## src/rtl/gen_reg_file.sv

```systemverilog
// gen_reg_file
//   Parametrised register bank with one synchronous byte-enabled write port
//   and two combinational read ports. Used as the integer register file in
//   the decode stage. Register 0 can be hardwired to zero.
//
// Parameters
//   WIDTH    data width, multiple of 8
//   NUM_REGS number of registers, power of two, >= 2
//   ADDR_W   log2(NUM_REGS)
//   ZERO_REG 1: register 0 reads 0 and ignores writes
//
// Ports
//   clk      rising-edge clock
//   rst      asynchronous reset, active low; clears every register
//   we       write enable
//   waddr    write register index
//   wdata    write data
//   wbe      byte-lane write enables, bit k covers wdata[8k+7:8k]
//   raddr1/2 read indices
//   rdata1/2 read data, combinational
//
// Optional feature (macro GEN_REG_FILE_BYPASS_EN)
//   When defined, a read whose index matches an active write shows the
//   merged write value in the same cycle. When undefined, reads return the
//   stored contents only.

module gen_reg_file #(
  parameter int WIDTH    = 32,
  parameter int NUM_REGS = 32,
  parameter int ADDR_W   = 5,
  parameter int ZERO_REG = 1
) (
  input  logic                 clk,
  input  logic                 rst,
  input  logic                 we,
  input  logic [ADDR_W-1:0]    waddr,
  input  logic [WIDTH-1:0]     wdata,
  input  logic [WIDTH/8-1:0]   wbe,
  input  logic [ADDR_W-1:0]    raddr1,
  input  logic [ADDR_W-1:0]    raddr2,
  output logic [WIDTH-1:0]     rdata1,
  output logic [WIDTH-1:0]     rdata2
);

  localparam int LANES = WIDTH / 8;

  logic [NUM_REGS-1:0][WIDTH-1:0] regs;

  for (genvar r = 0; r < NUM_REGS; r++) begin : g_reg
    if ((ZERO_REG != 0) && (r == 0)) begin : g_zero
      assign regs[r] = '0;
    end else begin : g_store
      logic [LANES-1:0] lane_en;
      logic [WIDTH-1:0] d;
      logic [WIDTH-1:0] q;

      assign lane_en = {LANES{we && (waddr == ADDR_W'(r))}} & wbe;

      // Hold path is a mux feedback per lane; the clock is never gated.
      always_comb begin
        d = q;
        for (int k = 0; k < LANES; k++) begin
          if (lane_en[k]) d[8*k +: 8] = wdata[8*k +: 8];
        end
      end

      always_ff @(posedge clk or negedge rst) begin
        if (!rst) q <= '0;
        else      q <= d;
      end

      assign regs[r] = q;
    end
  end

  logic [WIDTH-1:0] stored1;
  logic [WIDTH-1:0] stored2;

  assign stored1 = regs[raddr1];
  assign stored2 = regs[raddr2];

`ifdef GEN_REG_FILE_BYPASS_EN
  logic             byp_ok;
  logic [WIDTH-1:0] merged;

  // No forwarding during reset or into a hardwired zero register.
  assign byp_ok = rst && we && !((ZERO_REG != 0) && (waddr == '0));

  always_comb begin
    merged = regs[waddr];
    for (int k = 0; k < LANES; k++) begin
      if (wbe[k]) merged[8*k +: 8] = wdata[8*k +: 8];
    end
  end

  assign rdata1 = (byp_ok && (raddr1 == waddr)) ? merged : stored1;
  assign rdata2 = (byp_ok && (raddr2 == waddr)) ? merged : stored2;
`else
  assign rdata1 = stored1;
  assign rdata2 = stored2;
`endif

endmodule
```

## config.mk

```make
export PLATFORM = sky130hd
export DESIGN_NAME = gen_reg_file
export DESIGN_NICKNAME = d
export VERILOG_FILES = /design/src/rtl/gen_reg_file.sv
export SDC_FILE = /design/constraint.sdc
export NUM_CORES = 2
export LEC_CHECK = 0
export CAP_MARGIN = 15
export CORE_MARGIN = 4
export CORE_UTILIZATION = 55
export DETAILED_ROUTE_END_ITERATION = 6
export PLACE_DENSITY = 0.77
export SLEW_MARGIN = 15
export SYNTH_ARGS = -nofsm -noshare
export SYNTH_HDL_FRONTEND = slang
export SYNTH_SLANG_ARGS = --single-unit
```

## constraint.sdc

```tcl
create_clock -name clk -period 3.6 [get_ports clk]
set_input_delay 0.9 -clock clk [delete_from_list [all_inputs] [get_ports clk]]
set_output_delay 0.9 -clock clk [all_outputs]
set_load 0.05 [all_outputs]
```

==> impl_metrics.toml <==
[run_status]
status = "finished with violations"
violations = "negative setup slack"

[yosys]
synth_cell_types = 28
synthesis.area_sq_um = 53100
yosysTopAreaCell = "dfrtp_1"
synth_flop_cell = "dfrtp_1"
ys_async_sr_fraction = 1.00
ys_seq_area_frac = 0.467
synth-edff-count = 0
syn-num-nets = 3733
synth_warnings = 0
synth.avg_cell_area_sq_um = 14.4
synthTopCellsByCount = "1,013 x mux2_2, 992 x dfrtp_1, 384 x mux4_2"
syn_inst = 3679
synth_area_leaders = "dfrtp_1 47%, mux2_2 21%, mux4_2 16%"
synth-seq-cells = 992
synth.most_common_cell = "mux2_2"
synth.top_cell.area_share = 0.467

[floorplan]
die_area_sq_um = 102000
num_io_pins = 118
start_util = 0.556
core-area_sq_um = 95400
die-width_um = 319
die_y_um = 319
core.rowCount = 113

[drt]
wire_per_inst_um = 32.2
via_per_inst = 7.01
drt-total-wl_um = 174000
initialDrtViolationCount = 4166
num_vias = 37756
drc = 0
ant_nets = 0
firstDrtPassIters = 6

[cts]
cts_hold_buf = 0
cts_buffers = 106
cts_tree = "yes"
clk_path_buf_depth = 3
cts_sinks = 992
path_clk_slew_ps = 60
cts_max_level = 3
insertion_delay_ps = 680
cts_root_buffer = "clkbuf_16"

[pwr]
p_per_area_nw_per_um2 = 498
comb_power_share = 0.211
p_total_mw = 32.4
p_int_mw = 23.5
seq_power_share = 0.426
leakagePower_nw = 29.5
swShare = 0.276
switchingPower_mw = 8.93
clock_power_share = 0.363
vdd_drop_max_mv = 0.351

[place]
place.gp.congestion = 0.872
place_area_sq_um = 59700
hpwl_um = 109000
dp_cells = 5145
io_buffers = 117

[layout]
num-nets-final = 4084
largest_reg_flops = 992
layout.cells.non_filler = 5384
reg.largest.list = "g.g_store.q x992"
fin_area_sq_um = 65100
synthToLayoutAreaGrowth_pct = 22.5
largest-register = "g.g_store.q"
final_layout_size_suffix_gt1_frac = 0.546

[critical_path]
crit_end = "rdata2[20]"
required_ps = 2700
startpoint = "raddr2[0]"
critical_path_class = "input pin to primary output"
critPathCaptureType = "primary output"
rr_worst_depth = 1
r2r-start = "g_reg[4].g_store.q[3]"
crit_fanout = 7
worst_ep_arrival_time_ps = 2770
setup.worst_path.start_class = "input pin"
r2r_end = "g_reg[4].g_store.q[3]"
ff2ff_setup_slack_ps = 2750

[timing]
clock_skew_ps = 0
slew_violations = 0
rsz0062_at_grt = "yes"
whs_ps = 123
setup_viol = 20
period_share = 1.02
maxSlewHeadroom = 0.170
fmax_ghz = 0.273
hold_viol = 0
setup_slack_ps = -67.1
tightest_slew_ps = 1240
period_minus_slack_ps = 3670

[global_routing]
grtUsageTotal = 0.337
grt_pass1_vias = 39379
grt_pass1_wl_um = 259000
antenna_found_initial = 5
gr-total-overflow = 0
grt_max_degree = 134

[job]
cap_violations = 0

[hold_path]
worstHoldPathType = "input pin to async pin"
## stage by stage
step	TNS, ps	setup WS (ps)	util
after floorplan	-511	-26.6	-
after global placement	-20220	-619	0.625
after detailed placement	-24540	-623	0.625
after CTS	-499	-81.7	0.676
after global routing	-1030	-96.4	0.682
final	-537	-67.1	0.682
## metal layers
| layer | share of wire | global-route usage | wire, um |
|---|---|---|---|
| met1 | 0.37 | 0.440 | 63700 |
| met2 | 0.47 | 0.531 | 81600 |
| met3 | 0.10 | 0.0794 | 18000 |
| met4 | 0.059 | 0.175 | 10300 |
| met5 | 0.00050 | 0 | 86 |
## final cells by class
class | count | area [sq um]
inverters | 2 | 7.51
repair buffers | 569 | 6630
fillers | 6238 | 30400
diodes | 5 | 12.5
clock inverters | 40 | 568
well taps | 1265 | 1580
flip-flops and latches | 992 | 24800
multi-input cells | 2359 | 28300
clock buffers | 152 | 3170
## cell usage in the layout (no fill, tap or decap), types with 14 or more instances in the layout
| master | count |
|---|---|
| clkdlybuf4s50_1 | 42 |
| a211oi_1 | 39 |
| and2_1 | 26 |
| and3_1 | 29 |
| o21ai_2 | 18 |
| mux4_2 | 384 |
| nand2_1 | 190 |
| buf_6 | 58 |
| clkbuf_16 | 119 |
| mux2_2 | 1013 |
| buf_12 | 104 |
| clkinv_2 | 20 |
| a211oi_2 | 19 |
| mux2i_1 | 157 |
| clkbuf_8 | 24 |
| mux2_1 | 43 |
| clkbuf_1 | 17 |
| buf_4 | 323 |
| buf_16 | 24 |
| o31ai_4 | 64 |
| nor2_1 | 20 |
| o22ai_1 | 61 |
| a22o_1 | 192 |
| o21ai_1 | 31 |
| dfrtp_1 | 992 |
| bufinv_16 | 14 |
## power groups by stage
stage / Combinational, mW / Sequential, mW / Clock [mW]
6_report: 6.82 / 13.8 / 11.8
5_1_grt: 7.18 / 14.0 / 12.3
4_1_cts: 6.66 / 13.7 / 11.8
3_5_place_dp: 6.40 / 13.9 / 0
3_3_place_gp: 6.24 / 13.8 / 0
2_1_floorplan: 4.43 / 13.5 / 0
## worst max-delay path: stages
cell and delay (ps):
buf_16 150, buf_12 150, buf_16 140, mux4_2 510, a22o_1 230, o21ai_2 250, buf_4 170, o31ai_4 60
buf_6 160
## repair_timing
item | CTS | global route
pin swaps | 33 | 66
resized for setup | 158 | 88
buffers inserted | 21 | 16
gates cloned | 16 | 8
endpoints found under the setup margin | 61 | 61
## cell families after synthesis
group | after synthesis | synth area share
buf+inv | 328 | 0.0253
compound gates | 448 | 0.0633
simple gates | 311 | 0.0269
flops | 992 | 0.467
mux | 1600 | 0.417
## how the worst min path moves through the flow
stage / start / end
5_1_grt: rst / g_reg[23].g_store.q[27]
6_report: rst / g_reg[23].g_store.q[27]
2_1_floorplan: g_reg[3].g_store.q[10] / g_reg[3].g_store.q[10]
4_1_cts: rst / g_reg[23].g_store.q[27]
3_3_place_gp: g_reg[3].g_store.q[22] / g_reg[3].g_store.q[22]
3_5_place_dp: g_reg[3].g_store.q[10] / g_reg[3].g_store.q[10]
No activity file was read; power rests on OpenSTA's default activity.
